## src/rtl/gcd_pkg.sv

```systemverilog
// Shared definitions for the GCD job scheduler: FSM encoding and
// default operand width / watchdog limit.
package gcd_pkg;

    localparam int GCD_W       = 8;
    localparam int GCD_TIMEOUT = 300;

    typedef enum logic [1:0] {
        IDLE  = 2'b00,
        ISSUE = 2'b01,
        WAIT  = 2'b10,
        HOLD  = 2'b11
    } state_t;

endpackage

```

## src/rtl/gcd_job_fifo.sv

```systemverilog
// Job FIFO holding {A,B} operand pairs; DEPTH must be a power of two
// so the read/write pointers wrap naturally.
module gcd_job_fifo
    import gcd_pkg::*;
#(
    parameter int W     = GCD_W,
    parameter int DEPTH = 4
) (
    input  logic         clk,
    input  logic         rst_n,
    input  logic         push,
    input  logic         pop,
    input  logic [W-1:0] push_a,
    input  logic [W-1:0] push_b,
    output logic         full,
    output logic         empty,
    output logic [W-1:0] head_a,
    output logic [W-1:0] head_b
);

    localparam int AW = $clog2(DEPTH);
    localparam int CW = AW + 1;

    logic [2*W-1:0] mem [DEPTH];
    logic [AW-1:0]  wr_ptr;
    logic [AW-1:0]  rd_ptr;
    logic [CW-1:0]  count;
    logic           do_push;
    logic           do_pop;

    assign full    = (count == CW'(DEPTH));
    assign empty   = (count == '0);
    assign do_push = push && !full;
    assign do_pop  = pop && !empty;

    assign {head_a, head_b} = mem[rd_ptr];

    always_ff @(posedge clk) begin
        if (do_push) mem[wr_ptr] <= {push_a, push_b};
    end

    always_ff @(posedge clk or negedge rst_n) begin
        if (!rst_n) begin
            wr_ptr <= '0;
            rd_ptr <= '0;
            count  <= '0;
        end else begin
            if (do_push) wr_ptr <= wr_ptr + AW'(1);
            if (do_pop)  rd_ptr <= rd_ptr + AW'(1);
            unique case ({do_push, do_pop})
                2'b10:   count <= count + CW'(1);
                2'b01:   count <= count - CW'(1);
                default: count <= count;
            endcase
        end
    end

endmodule

```

## src/rtl/gcd_job_scheduler.sv

```systemverilog
// Queues operand pairs, issues them to the GCD core one at a time with a
// watchdog, and returns results in order. Define GCD_JOB_STATS_EN for counters.
module gcd_job_scheduler
    import gcd_pkg::*;
#(
    parameter int W       = GCD_W,
    parameter int DEPTH   = 4,
    parameter int TIMEOUT = GCD_TIMEOUT
) (
    input  logic         CLK,
    input  logic         RST_N,
    input  logic         IN_VALID,
    output logic         IN_READY,
    input  logic [W-1:0] IN_A,
    input  logic [W-1:0] IN_B,
    output logic [W-1:0] GCD_A,
    output logic [W-1:0] GCD_B,
    output logic         GCD_START,
    input  logic [W-1:0] GCD_Y,
    input  logic         GCD_DONE,
    input  logic         GCD_ERROR,
    output logic         OUT_VALID,
    input  logic         OUT_READY,
    output logic [W-1:0] OUT_Y,
    output logic         OUT_ERR,
`ifdef GCD_JOB_STATS_EN
    output logic [15:0]  JOB_CNT,
    output logic [15:0]  ERR_CNT,
`endif
    output logic         BUSY
);

    localparam int WDW = $clog2(TIMEOUT + 1);
    // The START cycle is the first of TIMEOUT cycles, so WAIT gives up
    // on its (TIMEOUT-1)th cycle and OUT_VALID lands TIMEOUT cycles after START.
    localparam logic [WDW-1:0] WD_LAST = WDW'(TIMEOUT - 2);

    state_t         state;
    state_t         state_nx;
    logic [WDW-1:0] wd;
    logic           full;
    logic           empty;
    logic           pop;
    logic [W-1:0]   head_a;
    logic [W-1:0]   head_b;
    logic           wd_hit;

    assign IN_READY  = !full;
    assign GCD_START = (state == ISSUE);
    assign OUT_VALID = (state == HOLD);
    assign BUSY      = !empty || (state != IDLE);
    assign wd_hit    = (wd == WD_LAST);

    gcd_job_fifo #(
        .W     (W),
        .DEPTH (DEPTH)
    ) u_fifo (
        .clk    (CLK),
        .rst_n  (RST_N),
        .push   (IN_VALID),
        .pop    (pop),
        .push_a (IN_A),
        .push_b (IN_B),
        .full   (full),
        .empty  (empty),
        .head_a (head_a),
        .head_b (head_b)
    );

    always_comb begin
        state_nx = state;
        pop      = 1'b0;
        unique case (state)
            IDLE: begin
                if (!empty) begin
                    state_nx = ISSUE;
                    pop      = 1'b1;
                end
            end
            ISSUE:   state_nx = WAIT;
            WAIT:    if (GCD_DONE || wd_hit) state_nx = HOLD;
            HOLD:    if (OUT_READY) state_nx = IDLE;
            default: state_nx = IDLE;
        endcase
    end

    always_ff @(posedge CLK or negedge RST_N) begin
        if (!RST_N) begin
            state   <= IDLE;
            GCD_A   <= '0;
            GCD_B   <= '0;
            wd      <= '0;
            OUT_Y   <= '0;
            OUT_ERR <= 1'b0;
        end else begin
            state <= state_nx;
            if (pop) begin
                GCD_A <= head_a;
                GCD_B <= head_b;
            end
            if (state == ISSUE) wd <= '0;
            else if (state == WAIT) wd <= wd + WDW'(1);
            if (state == WAIT) begin
                if (GCD_DONE) begin
                    OUT_Y   <= GCD_Y;
                    OUT_ERR <= GCD_ERROR;
                end else if (wd_hit) begin
                    OUT_Y   <= '0;
                    OUT_ERR <= 1'b1;
                end
            end
        end
    end

`ifdef GCD_JOB_STATS_EN
    logic out_hs;
    assign out_hs = OUT_VALID && OUT_READY;

    always_ff @(posedge CLK or negedge RST_N) begin
        if (!RST_N) begin
            JOB_CNT <= '0;
            ERR_CNT <= '0;
        end else begin
            if (out_hs && JOB_CNT != 16'hFFFF)
                JOB_CNT <= JOB_CNT + 16'd1;
            if (out_hs && OUT_ERR && ERR_CNT != 16'hFFFF)
                ERR_CNT <= ERR_CNT + 16'd1;
        end
    end
`endif

endmodule

```

## config.mk

```make
export PLATFORM = sky130hd
export DESIGN_NAME = gcd_job_scheduler
export DESIGN_NICKNAME = d
export VERILOG_FILES = /design/src/rtl/gcd_pkg.sv /design/src/rtl/gcd_job_fifo.sv /design/src/rtl/gcd_job_scheduler.sv
export SDC_FILE = /design/constraint.sdc
export NUM_CORES = 1
export LEC_CHECK = 0
export ABC_AREA = 1
export ABC_CLOCK_PERIOD_IN_PS = 2370
export CORE_MARGIN = 2
export CORE_UTILIZATION = 50
export CTS_BUF_LIST = sky130_fd_sc_hd__clkbuf_8
export DETAILED_ROUTE_END_ITERATION = 16
export MAX_ROUTING_LAYER = met4
export PLACE_DENSITY = 0.82
export SLEW_MARGIN = 20
export SYNTH_ARGS = -nofsm -noshare
export SYNTH_HDL_FRONTEND = slang
export SYNTH_SLANG_ARGS = --single-unit
```

## constraint.sdc

```tcl
create_clock -name CLK -period 2.37 [get_ports CLK]
set_clock_uncertainty 0.05 [all_clocks]
set_input_delay 0.237 -clock CLK [delete_from_list [all_inputs] [get_ports CLK]]
set_output_delay 0.237 -clock CLK [all_outputs]
set_load 0.02 [all_outputs]
```

==> impl_metrics.sql <==
INSERT INTO impl_metrics (metric_group, metric, value, unit) VALUES
('detailed_routing', 'post_drt_wl_per_cell', '14.8', 'um'),
('floorplan', 'fp.coreArea', '0.00872', 'mm2'),
('placed_design', 'global_placement_routability_congestion', '0.782', ''),
('synth', 'ys_warn_count', '0', ''),
('final_layout', 'syn_to_final_growth', '20.2', '%'),
('floorplan', 'dieHeight', '98.8', 'um'),
('floorplan', 'design.die.area', '0.00977', 'mm2'),
('floorplan', 'floorplan.initialDensity', '51.6', '%'),
('cts', 'total_cts_buffers', '9', ''),
('critical_path', 'r2r_cells', '10', ''),
('synth', 'seq_area_frac_synth', '66.7', '%'),
('synth', 'synthDistinctLibCells', '28', ''),
('power', 'cellLeakagePower', '2.22', 'nW'),
('synth', 'synth_top_area_cell', 'sky130_fd_sc_hd__edfxtp_1', ''),
('critical_path', 'critPathLaunchType', 'flip-flop', ''),
('sta', 'slew_headroom', '61.0', '%'),
('synth', 'syn-num-nets', '459', ''),
('final_layout', 'post_route_cells_drive_above_1_share', '7.60', '%'),
('cts', 'clock_tree_from_tritoncts', 'done', ''),
('grt', 'grt_usage', '19.5', '%'),
('synth', 'post_synth_instance_area', '0.00450', 'mm2'),
('grt', 'globalRoute.totalOverflow', '0', ''),
('final_layout', 'finish.cell_count_without_fillers', '595', ''),
('cts', 'clock_latency', '0.37', 'ns'),
('power', 'power-per-cell-area', '1300', 'mW/mm2'),
('hold_path', 'min-delay-path-class', 'primary input to async pin', ''),
('critical_path', 'timing.critical_path.required', '2.08', 'ns'),
('critical_path', 'rr_endpoint', 'u_fifo.count[2]$_DFFE_PN0P_', ''),
('detailed_routing', 'post_drt_via_cell_ratio', '5.27', ''),
('power', 'vdd_ir_drop_max', '0.761', 'mV'),
('final_layout', 'num-fill-cells', '694', ''),
('floorplan', 'floorplan.rows', '34', ''),
('placed_design', 'place.port_buffers', '58', ''),
('placed_design', 'detail_placement_hpwl', '5660', 'um'),
('detailed_routing', 'drt_iter0_drc', '99', ''),
('cts', 'post-cts-setup-buffer-count', '0', ''),
('synth', 'synth-async-reset-ratio', '40.2', '%'),
('final_layout', 'design.final.nets', '525', ''),
('floorplan', 'io_pins', '59', ''),
('grt', 'grt_start_max_net_pins', '34', ''),
('sta', 'setup_viol_count_final', '0', ''),
('detailed_routing', 'routed-via-count', '3137', ''),
('sta', 'final.min_clock_period', '2.15', 'ns'),
('sta', 'timing.fmax', '465', 'MHz'),
('critical_path', 'critPathArrivalTime', '1.86', 'ns'),
('critical_path', 'rr_startpoint', 'state[0]$_DFFE_PN0P_', ''),
('synth', 'synthDominantCellAreaShare', '42.7', '%'),
('detailed_routing', 'antenna_violating_nets_post_route', '0', ''),
('grt', 'antenna_found_initial', '0', ''),
('synth', 'postSynthAreaPerCell', '10.8', 'um2'),
('synth', 'post-synth-top-count-cell', 'sky130_fd_sc_hd__nor2_1', ''),
('synth', 'post_synth_main_area_contributors', 'sky130_fd_sc_hd__edfxtp_1, sky130_fd_sc_hd__dfrtp_1, sky130_fd_sc_hd__nor2_1', ''),
('sta', 'share_of_the_clock_period_used_by_the_worst_path_after_layout', '90.7', '%'),
('floorplan', 'die-width', '98.8', 'um'),
('detailed_routing', 'detail_route.wirelength', '8820', 'um'),
('critical_path', 'cp-end-kind', 'primary output', ''),
('detailed_routing', 'drc_errors', '0', ''),
('synth', 'synth.cells.most_frequent', 'sky130_fd_sc_hd__nor2_1, sky130_fd_sc_hd__edfxtp_1, sky130_fd_sc_hd__nand2_1', ''),
('cts', 'cts_htree_levels', '3', ''),
('sta', 'slew_viol_final', '0', ''),
('sta', 'rsz0062_at_grt', 'false', ''),
('critical_path', 'critPathMaxFanout', '4', ''),
('grt', 'grt_first_pass_wirelength', '14500', 'um'),
('cts', 'clock_sink_count', '107', ''),
('cts', 'ctsResizeCount', '0', ''),
('synth', 'synth_cells', '416', ''),
('cts', 'clk_root_buffer_cell', 'sky130_fd_sc_hd__clkbuf_8', ''),
('grt', 'number_of_global_route_vias_before_repair', '3101', ''),
('cts', 'ctsHoldBuffers', '1', ''),
('sta', 'hold_viol_final', '0', ''),
('run_status', 'run_status', 'complete, no violations', '');
## layout by cell type (no fill, tap or decap)
cell / instances
sky130_fd_sc_hd__nand2_2: 2
sky130_fd_sc_hd__o21ai_1: 11
sky130_fd_sc_hd__nor2_4: 1
sky130_fd_sc_hd__nand2_4: 1
sky130_fd_sc_hd__bufinv_16: 1
sky130_fd_sc_hd__inv_8: 2
sky130_fd_sc_hd__dfrtp_1: 43
sky130_fd_sc_hd__nand3_1: 16
sky130_fd_sc_hd__inv_12: 1
sky130_fd_sc_hd__nand3_2: 1
sky130_fd_sc_hd__xnor2_1: 1
sky130_fd_sc_hd__edfxtp_1: 64
sky130_fd_sc_hd__clkdlybuf4s50_1: 57
sky130_fd_sc_hd__nor3_1: 1
sky130_fd_sc_hd__nand4_1: 1
sky130_fd_sc_hd__inv_6: 1
sky130_fd_sc_hd__o21ai_0: 27
sky130_fd_sc_hd__a21oi_1: 22
sky130_fd_sc_hd__dlygate4sd3_1: 1
sky130_fd_sc_hd__clkinv_4: 1
sky130_fd_sc_hd__clkinv_8: 1
sky130_fd_sc_hd__nor3_2: 1
sky130_fd_sc_hd__xor2_1: 3
sky130_fd_sc_hd__inv_1: 26
sky130_fd_sc_hd__ha_1: 12
sky130_fd_sc_hd__inv_2: 3
sky130_fd_sc_hd__buf_2: 1
sky130_fd_sc_hd__or2_2: 1
sky130_fd_sc_hd__clkbuf_8: 9
sky130_fd_sc_hd__fa_1: 1
sky130_fd_sc_hd__nand2_1: 49
sky130_fd_sc_hd__inv_4: 1
sky130_fd_sc_hd__buf_4: 9
sky130_fd_sc_hd__nor2_1: 114
sky130_fd_sc_hd__o22ai_1: 1
## where the power goes
part	internal [mW]	switching [mW]
Clock	0.532	0.678
Combinational	1.13	1.83
Sequential	2.56	0.277
Total	4.22	2.79
## worst max-delay path, cell delays in order, from the launching register on
cell                              delay, ns
sky130_fd_sc_hd__dfrtp_1               0.41
sky130_fd_sc_hd__inv_1                 0.10
sky130_fd_sc_hd__ha_1                  0.25
sky130_fd_sc_hd__nand4_1               0.12
sky130_fd_sc_hd__clkdlybuf4s50_1       0.61
## final cells by class
| type | count | area (um2) | share of cell area [%] |
|---|---|---|---|
| Inverter | 30 | 115 | 2.13 |
| Tap cell | 108 | 135 | 2.50 |
| Clock inverter | 7 | 103 | 1.90 |
| Timing Repair Buffer | 68 | 653 | 12.1 |
| Multi-Input combinational cell | 266 | 1280 | 23.6 |
| Sequential cell | 107 | 3000 | 55.5 |
| Clock buffer | 9 | 124 | 2.29 |
## flip-flops by register name (all words and copies together) (netlist names)
name and cells:
OUT_ERR 1, OUT_Y 8, u_fifo.wr_ptr 2, GCD_A 8, GCD_B 8, state 2, wd 9, u_fifo.rd_ptr 2
u_fifo.mem 64, u_fifo.count 3
## how the worst max path moves through the flow
stage                                     from  cells after the start  slack, ns                           to
after floorplan           state[0]$_DFFE_PN0P_                     11       0.24  u_fifo.count[2]$_DFFE_PN0P_
after detailed placement              IN_VALID                      8       0.35  u_fifo.count[2]$_DFFE_PN0P_
after global routing      state[0]$_DFFE_PN0P_                      4       0.12                         BUSY
after global placement                IN_VALID                      8       0.38  u_fifo.count[2]$_DFFE_PN0P_
final                     state[0]$_DFFE_PN0P_                      4       0.22                         BUSY
after CTS                 state[0]$_DFFE_PN0P_                      4       0.20                         BUSY
## through the flow
| stage | total power, mW | util (%) | hold WS, ns | area [um2] | setup WS, ns |
|---|---|---|---|---|---|
| 2_1_floorplan | 4.84 | - | -0.109 | 4500 | 0.244 |
| 3_3_place_gp | 5.70 | 59.3 | 0.133 | 5170 | 0.383 |
| 3_5_place_dp | 5.85 | 59.3 | 0.145 | 5170 | 0.345 |
| 4_1_cts | 7.07 | 62.0 | 0.274 | 5400 | 0.199 |
| 5_1_grt | 7.52 | 62.0 | 0.278 | 5400 | 0.115 |
| 6_report | 7.01 | 62.0 | 0.266 | 5400 | 0.220 |
## cells by family after synthesis
| kind of cell | after synthesis | synth area share (%) |
|---|---|---|
| flops | 107 | 66.7 |
| compound gates | 61 | 6.82 |
| buf+inv | 43 | 4.95 |
| simple gates | 188 | 17.0 |
| xor+xnor | 4 | 0.779 |
| fa+ha+maj | 13 | 3.78 |
## per-layer routing
| layer | GRT usage (%) | routed length (um) | up-vias |
|---|---|---|---|
| li1 | - | - | 1498 |
| met2 | 32.7 | 4480 | 109 |
| met3 | 4.82 | 577 | 10 |
| met5 | - | 0 | - |
| met1 | 24.2 | 3680 | 1520 |
| met4 | 4.43 | 81 | 0 |
Note: power is estimated with default switching activity, not from simulation.
